File: src/rtl/mem_buffer_pkg.sv
// Shared encodings for the two-requester memory_buffer controller.
package mem_buffer_pkg;
  typedef enum logic [1:0] {ST_IDLE = 2'd0, ST_CMD = 2'd1, ST_RWAIT = 2'd2} state_t;
  localparam logic REQ_A = 1'b0;
  localparam logic REQ_B = 1'b1;
endpackage

File: src/rtl/rr_arbiter2.sv
// Two-way round-robin: on a tie the requester not granted last wins.
module rr_arbiter2
  import mem_buffer_pkg::*;
(
  input  logic clk,
  input  logic reset_n,
  input  logic req_a,
  input  logic req_b,
  input  logic take,
  output logic any,
  output logic gnt_id
);
  logic last;

  always_comb begin
    any = req_a | req_b;
    if (req_a && req_b) gnt_id = (last == REQ_A) ? REQ_B : REQ_A;
    else                gnt_id = req_b ? REQ_B : REQ_A;
  end

  // Reset as if B went last so A wins the first tie.
  always_ff @(posedge clk or negedge reset_n)
    if (!reset_n)         last <= REQ_B;
    else if (take && any) last <= gnt_id;
endmodule

File: src/rtl/mem_buffer_arbiter.sv
// Arbitrates A/B onto a single-port memory_buffer, one command at a time,
// and tracks per-entry occupancy for full/empty/count.
module mem_buffer_arbiter
  import mem_buffer_pkg::*;
#(
  parameter int WIDTH       = 8,
  parameter int DEPTH       = 8,
  parameter int ADDR_W      = 3,
  parameter bit READ_CLEARS = 1'b1
) (
  input  logic              clk,
  input  logic              reset_n,
  input  logic              a_req,
  input  logic              a_we,
  input  logic [ADDR_W-1:0] a_addr,
  input  logic [WIDTH-1:0]  a_wdata,
  input  logic              b_req,
  input  logic              b_we,
  input  logic [ADDR_W-1:0] b_addr,
  input  logic [WIDTH-1:0]  b_wdata,
  output logic              a_gnt,
  output logic              a_ack,
  output logic [WIDTH-1:0]  a_rdata,
  output logic              a_rerr,
  output logic              b_gnt,
  output logic              b_ack,
  output logic [WIDTH-1:0]  b_rdata,
  output logic              b_rerr,
  output logic              mem_en_w,
  output logic              mem_en_r,
  output logic [ADDR_W-1:0] mem_addr,
  output logic [WIDTH-1:0]  mem_wdata,
  input  logic [WIDTH-1:0]  mem_rdata,
  output logic              full,
  output logic              empty,
  output logic [ADDR_W:0]   count
);
  state_t             state, state_d;
  logic               owner, owner_d, op_we, op_we_d;
  logic [DEPTH-1:0]   valid, valid_d;
  logic               arb_any, arb_id, arb_take;
  logic               a_gnt_d, b_gnt_d, a_ack_d, b_ack_d, a_rerr_d, b_rerr_d;
  logic               mem_en_w_d, mem_en_r_d;
  logic [ADDR_W-1:0]  mem_addr_d;
  logic [WIDTH-1:0]   mem_wdata_d, a_rdata_d, b_rdata_d;
  logic [ADDR_W:0]    count_d;

  rr_arbiter2 u_arb (
    .clk(clk), .reset_n(reset_n), .req_a(a_req), .req_b(b_req),
    .take(arb_take), .any(arb_any), .gnt_id(arb_id)
  );

  always_ff @(posedge clk or negedge reset_n)
    if (!reset_n) state <= ST_IDLE;
    else          state <= state_d;

  // mem_addr/mem_wdata double as the latched command; they hold until the next grant.
  always_comb begin
    state_d     = state;
    owner_d     = owner;
    op_we_d     = op_we;
    valid_d     = valid;
    arb_take    = 1'b0;
    a_gnt_d     = 1'b0;
    b_gnt_d     = 1'b0;
    a_ack_d     = 1'b0;
    b_ack_d     = 1'b0;
    a_rerr_d    = 1'b0;
    b_rerr_d    = 1'b0;
    a_rdata_d   = a_rdata;
    b_rdata_d   = b_rdata;
    mem_en_w_d  = 1'b0;
    mem_en_r_d  = 1'b0;
    mem_addr_d  = mem_addr;
    mem_wdata_d = mem_wdata;
    case (state)
      ST_IDLE: if (arb_any) begin
        arb_take    = 1'b1;
        owner_d     = arb_id;
        op_we_d     = (arb_id == REQ_B) ? b_we    : a_we;
        mem_addr_d  = (arb_id == REQ_B) ? b_addr  : a_addr;
        mem_wdata_d = (arb_id == REQ_B) ? b_wdata : a_wdata;
        a_gnt_d     = (arb_id == REQ_A);
        b_gnt_d     = (arb_id == REQ_B);
        mem_en_w_d  = op_we_d;
        mem_en_r_d  = !op_we_d;
        state_d     = ST_CMD;
      end
      ST_CMD: begin
        if (op_we) begin
          valid_d[mem_addr] = 1'b1;
          a_ack_d = (owner == REQ_A);
          b_ack_d = (owner == REQ_B);
          state_d = ST_IDLE;
        end else begin
          state_d = ST_RWAIT;
        end
      end
      ST_RWAIT: begin
        if (owner == REQ_A) begin
          a_rdata_d = mem_rdata;
          a_rerr_d  = !valid[mem_addr];
          a_ack_d   = 1'b1;
        end else begin
          b_rdata_d = mem_rdata;
          b_rerr_d  = !valid[mem_addr];
          b_ack_d   = 1'b1;
        end
        if (READ_CLEARS) valid_d[mem_addr] = 1'b0;
        state_d = ST_IDLE;
      end
      default: state_d = ST_IDLE;
    endcase

    count_d = '0;
    for (int i = 0; i < DEPTH; i++) count_d += {{ADDR_W{1'b0}}, valid_d[i]};
  end

  always_ff @(posedge clk or negedge reset_n)
    if (!reset_n) begin
      owner     <= REQ_A;
      op_we     <= 1'b0;
      valid     <= '0;
      a_gnt     <= 1'b0;
      b_gnt     <= 1'b0;
      a_ack     <= 1'b0;
      b_ack     <= 1'b0;
      a_rerr    <= 1'b0;
      b_rerr    <= 1'b0;
      a_rdata   <= '0;
      b_rdata   <= '0;
      mem_en_w  <= 1'b0;
      mem_en_r  <= 1'b0;
      mem_addr  <= '0;
      mem_wdata <= '0;
      count     <= '0;
      full      <= 1'b0;
      empty     <= 1'b1;
    end else begin
      owner     <= owner_d;
      op_we     <= op_we_d;
      valid     <= valid_d;
      a_gnt     <= a_gnt_d;
      b_gnt     <= b_gnt_d;
      a_ack     <= a_ack_d;
      b_ack     <= b_ack_d;
      a_rerr    <= a_rerr_d;
      b_rerr    <= b_rerr_d;
      a_rdata   <= a_rdata_d;
      b_rdata   <= b_rdata_d;
      mem_en_w  <= mem_en_w_d;
      mem_en_r  <= mem_en_r_d;
      mem_addr  <= mem_addr_d;
      mem_wdata <= mem_wdata_d;
      count     <= count_d;
      full      <= (count_d == (ADDR_W+1)'(DEPTH));
      empty     <= (count_d == '0);
    end
endmodule

File: config.mk
export PLATFORM = sky130hd
export DESIGN_NAME = mem_buffer_arbiter
export DESIGN_NICKNAME = d
export VERILOG_FILES = /design/src/rtl/mem_buffer_pkg.sv /design/src/rtl/rr_arbiter2.sv /design/src/rtl/mem_buffer_arbiter.sv
export SDC_FILE = /design/constraint.sdc
export NUM_CORES = 1
export LEC_CHECK = 0
export CORE_MARGIN = 3
export CORE_UTILIZATION = 46
export DETAILED_ROUTE_END_ITERATION = 8
export PLACE_DENSITY = 0.81
export SYNTH_ARGS = -nofsm -noshare
export SYNTH_HDL_FRONTEND = slang
export SYNTH_HIERARCHICAL = 1
export SYNTH_SLANG_ARGS = --single-unit
File: constraint.sdc
create_clock -name clk -period 4.3 [get_ports clk]
set_clock_uncertainty 0.1 [all_clocks]
set_input_delay 0.86 -clock clk [delete_from_list [all_inputs] [get_ports clk]]
set_output_delay 0.86 -clock clk [all_outputs]
set_load 0.01 [all_outputs]
After elaboration in Yosys (flattened, before gate mapping)
Index checks and enable logic that the tools add are counted.

operators by class
  $add $sub $neg = 7
  magnitude comparators = 2
  eq/ne operators = 4
  multiplexer cells = 35
  bitwise logic cells = 6
  reduce and logical (&&, ||, !) cells = 10

operators by type and width
  kind                number
  $mux 1              24
  $add 4x1->4         4
  $mux 8              2
  $pmux 8 s2          1
  $and 8x8->8         1
  $not 8->8           1
  $or 8x8->8          1
  $reduce_and 2->1    3
  $add 3x1->4         1
  $eq 4x4->1 const B  1
  $logic_not 4->1     1
  $lt 3x4->1 const B  1
  $mux 2              2
  $pmux 1 s2          2
  $pmux 2 s2          1
  $add 2x1->3         1
  $bmux 1 s3          1
  $demux 1 s3         1
  $ge 3x1->1 const B  1
  $logic_and 1x1->1   3
  $mux 3              1
  $add 1x1->2         1
  $eq 2x1->1 const B  1
  $eq 2x2->1 const B  1
  5 further kinds     7

storage, ports and cells
  bits in registers = 54
  input bits = 36
  output and inout port bits = 41
  word-level logic and storage cells = 84

Logic depth before layout (Yosys ltp)
Gate-level depths: netlist of the first run.

  word-level depth = 15
  depth in mapped cells = 14
  gate-level depth less buffers = 14

Cells and area by module
The synthesis of the first run kept the hierarchy.

modules (own cells, without submodules)
  module              instances  cells each  area an instance (µm²)  sequential area each (µm²)
  mem_buffer_arbiter  1          205         2404.8                  1327.5
  rr_arbiter2         1          5           51.3                    26.3

Least setup slack after synthesis of the first run
OpenSTA, ideal clock, no wires.

  kind = flip-flop to flip-flop
  from = register state[0]
  to = register full
  library setup time = 0.088 ns
  arrival = 3.720 ns
  data required time = 4.112 ns
  path slack = 0.392 ns
  stages on the path, launching flop included = 15
  buffers on the path = 0
  clock period less this slack = 3.908 ns
  cells stage by stage = dfrtp_1 inv_1 ha_1 and3_1 a21oi_1 or2_2 fa_1 inv_1 fa_1 fa_1 ha_1 inv_1 fa_1 nand2b_1 nor3b_1

on the way
  cells in the longest elaborated chain, start to end = 10
  elaborated cells on any way between the ends = 11
  those cells by class = add/sub: 7; eq/ne: 3; mux: 1

RTL lines
  item                                      RTL line                   text
  start: declaration                        mem_buffer_arbiter.sv:38   state_t state, state_d;
  start signal: assignment                  mem_buffer_arbiter.sv:55   else state <= state_d;
  $eq 2x2->1 or $eq 2x1->1 (tied branches)  mem_buffer_arbiter.sv:76   case (state)
  $pmux 8 s2 *                              mem_buffer_arbiter.sv:76
  $add 1x1->2                               mem_buffer_arbiter.sv:116  for (int i = 0; i < DEPTH; i++) count_d += {{ADDR_W{1'b0}}, valid_d[i]};
  $add 2x1->3                               mem_buffer_arbiter.sv:116
  $add 3x1->4                               mem_buffer_arbiter.sv:116
  $add 4x1->4 (3 in series)                 mem_buffer_arbiter.sv:116
  $add 4x1->4 *                             mem_buffer_arbiter.sv:116
  $eq 4x4->1 *                              mem_buffer_arbiter.sv:156  full <= (count_d == (ADDR_W+1)'(DEPTH));
  end signal: assignment                    mem_buffer_arbiter.sv:156
  end: declaration                          mem_buffer_arbiter.sv:34   output logic full,

Every way passes the cells marked *; elsewhere a longest branch is shown, timed or not.
A chain may end at the register's enable or synchronous reset.

Worst setup path in the final report of the first run
  from = register state[0]
  to = register full

on the way
  cells in the longest elaborated chain, start to end = 10
  elaborated cells on any way between the ends = 11
  those cells by class = add/sub: 7; eq/ne: 3; mux: 1

RTL lines
  item                                      RTL line                   text
  $eq 2x2->1 or $eq 2x1->1 (tied branches)  mem_buffer_arbiter.sv:76
  $pmux 8 s2 *                              mem_buffer_arbiter.sv:76
  $add 1x1->2                               mem_buffer_arbiter.sv:116
  $add 2x1->3                               mem_buffer_arbiter.sv:116
  $add 3x1->4                               mem_buffer_arbiter.sv:116
  $add 4x1->4 (3 in series)                 mem_buffer_arbiter.sv:116
  $add 4x1->4 *                             mem_buffer_arbiter.sv:116
  named net count_d[2]                      mem_buffer_arbiter.sv:46   logic [ADDR_W:0] count_d;
  $eq 4x4->1 *                              mem_buffer_arbiter.sv:156

The timed path passes the listed nets; every way through them passes the cells marked *.

==> flow_summary.yaml, run 1 <==
final_layout:
  syn2layout_area_growth_pct: 38.3
  layout.nets: 333
  drive_above_1_share_pct: 13.9
  diodes: 0
  final_cells: 355
run:
  cap_violations: 0
drt:
  remaining_drc_errors: 0
  ant_nets: 0
  post_drt_wl_per_cell_um: 13.5
  vias: 1809
  drt_first_pass_iters: 4
  viasPerCell: 5.10
  first_iter_violations: 66
  routed_wl_um: 4780
setup_path:
  path_buf_inv: 3
  r2r_setup_slack_ps: 250
  cp_max_fo: 6
  required_ps: 4370
  path_cells: "inv_1 -> ha_4 -> and3_4 -> a21oi_1 -> or2_2 -> fa_1 -> inv_1 -> fa_1 -> fa_1 -> ha_1 -> inv_1 -> fa_1 -> xnor2_1 -> nor3b_2"
  worstSetupPathType: "register to register"
  crit_arrival_ps: 4130
  r2r-start: "state[0]"
  worst_path_most_repeated_cell: "fa_1"
  r2r_cells: 14
  cpPeakStageDelay_ps: 520
  timing.rr.end: "full"
  crit_path_start_kind: "register"
  cp-end-kind: "register"
  crit_slowest_cell: "fa_1"
  cp_top_family: "adder cells"
place:
  portBuffers: 76
  hpwl_um: 3710
  gp_congestion: 0.875
  pre_cts_slack_ps: 142
  post-place-cells: 347
clocking:
  cts.clk_slew.worst_paths_ps: 90
  cts_tree: "done"
  cts_max_level: 2
  cts_buffer_depth: 2
  post_cts_buffers: 0
  worstSkewPairLatency_ps: 290
  postCtsHoldBufs: 0
  root_buffer: "clkbuf_8"
  cts_made_buffers: 5
  cts.sinks: 54
sta:
  hold_violations: 0
  setup_tns_ps: 0
  worst_pin_slew_ps: 711
  drv_slew: 0
  fin_ws_ps: 245
  rsz0062_at_grt: "no"
  whs_ps: 343
  setup_violations: 0
  timing.slew.headroom_pct: 52.5
  max_freq_ghz: 0.247
  fin_crit_sh_pct: 94.3
  finalCriticalPeriod_ps: 4050
synth:
  synth_common_cells: "dfrtp_1, a21oi_1, mux2_2"
  yosys_warnings: 6
  synth.most_common_cell: "dfrtp_1"
  syn_nets: 256
  synth_cell_type_count: 33
  ys.flop_type: "dfrtp_1"
  synth-seq-cells: 54
  ys_async_sr_fraction_pct: 100
  synth_top_area_share_pct: 53.0
  avgSynthCellArea_um2: 11.7
  seq_area_frac_synth_pct: 55.1
  synth_edf_count: 0
  synth_top_cell_by_area: "dfrtp_1"
  ys_top_cells_by_area: "dfrtp_1, mux2_2, mux2i_1"
  syn_area_mm2: 0.00246
  postSynthCellCount: 210
die:
  num_rows: 25
  pin_count: 77
  die_area_mm2: 0.00625
  core_mm2: 0.00494
  die-width_um: 79.1
  initial_core_util_pct: 49.7
  die_y_um: 79.1
min_path:
  hold_path.class: "primary input to asynchronous set/reset pin"
power_and_ir_drop:
  power.static_leakage_nw: 1.51
  power_density_mw_per_mm2: 721
  ir_drop_uv: 294
global_route:
  track_usage_pct: 17.3
  grt_pass1_vias: 1936
  grt_pass1_wl_um: 8540
  antenna_found_initial: 0
  grt_start_max_net_pins: 42
  grt_overflow_total: 0
outcome:
  status: "finished, final reports clean"
[cell families after synthesis]
logic type / count (synthesis) / synth area share, %
flip-flops: 54 / 55.1
XOR/XNOR: 1 / 0.357
AND/OR/NAND/NOR: 51 / 11.2
AO/OA/AOI/OAI: 42 / 9.42
multiplexers: 32 / 14.2
adder cells (fa/ha/maj): 10 / 6.32
buffers and inverters: 20 / 3.41
[through the flow]
| step | utilization [%] | area, um2 | power [mW] |
|---|---|---|---|
| 4_1_cts | 68.1 | 3370 | 2.44 |
| 3_5_place_dp | 66.3 | 3280 | 2.16 |
| 2_1_floorplan | - | 2460 | 1.62 |
| 3_3_place_gp | 66.3 | 3280 | 2.11 |
| 6_report | 68.7 | 3400 | 2.45 |
| 5_1_grt | 68.7 | 3400 | 2.71 |
[per-layer routing]
layer | GRT usage [%] | part of all wire, % | up-vias
met5 | 0 | 0 | -
met4 | 6.53 | 1.6 | 0
met3 | 5.90 | 9.2 | 7
met2 | 27.9 | 46 | 77
met1 | 21.3 | 43 | 850
li1 | - | - | 875
[placed cells by master (no fill, tap or decap), types with 6 or more instances in the layout]
cell and n:
dfrtp_1 52, nor2_1 9, mux2_2 19, inv_1 11
mux2i_1 12, o21ai_0 14, clkbuf_8 6, clkdlybuf4s50_1 75
a21oi_1 20, nand2_1 15
[state kept, by name, summed over array words and instances (netlist names), 2 cells and up]
signal     cells
a_rdata        8
b_rdata        8
count          4
mem_addr       3
mem_wdata      8
state          2
valid          8
[repair_timing]
| action | CTS | global route |
|---|---|---|
| gates resized for setup | 0 | 6 |
| hold endpoints to repair | 0 | 0 |
| endpoints found under the setup margin | 0 | 2 |
[area by class of cell]
class | count | area (um2)
clock buffers | 7 | 86.3
clock inverters | 1 | 5.00
fillers | 396 | 1550
inverters | 11 | 41.3
multi-input cells | 136 | 1050
flip-flops and latches | 54 | 1350
well taps | 67 | 83.8
repair buffers | 79 | 778
[how the worst max path moves through the flow]
stage	startpoint	end	slack, ps	cells past startpoint
floorplan	state[0]	full	390	14
global placement	state[0]	full	310	14
detailed placement	state[0]	full	140	14
CTS	state[0]	full	150	14
global route	state[0]	full	5	14
finish	state[0]	full	250	14
[power by group]
part / switching, mW / leakage (nW) / internal, mW
clock: 0.146 / 0.0482 / 0.130
combinational: 0.611 / 0.787 / 0.682
sequential: 0.140 / 0.676 / 0.741
No activity file was read; power rests on OpenSTA's default activity.
==> run 2, diff against run 1 <==
--- a/config.mk
+++ b/config.mk
@@ -9,6 +9,7 @@
 export CORE_UTILIZATION = 46
 export DETAILED_ROUTE_END_ITERATION = 8
 export PLACE_DENSITY = 0.81
+export SKIP_CTS_REPAIR_TIMING = 1
 export SYNTH_ARGS = -nofsm -noshare
 export SYNTH_HDL_FRONTEND = slang
 export SYNTH_HIERARCHICAL = 1
==> results of run 2 <==
The final DEF is identical to that of run 1; final timing and power are the same.
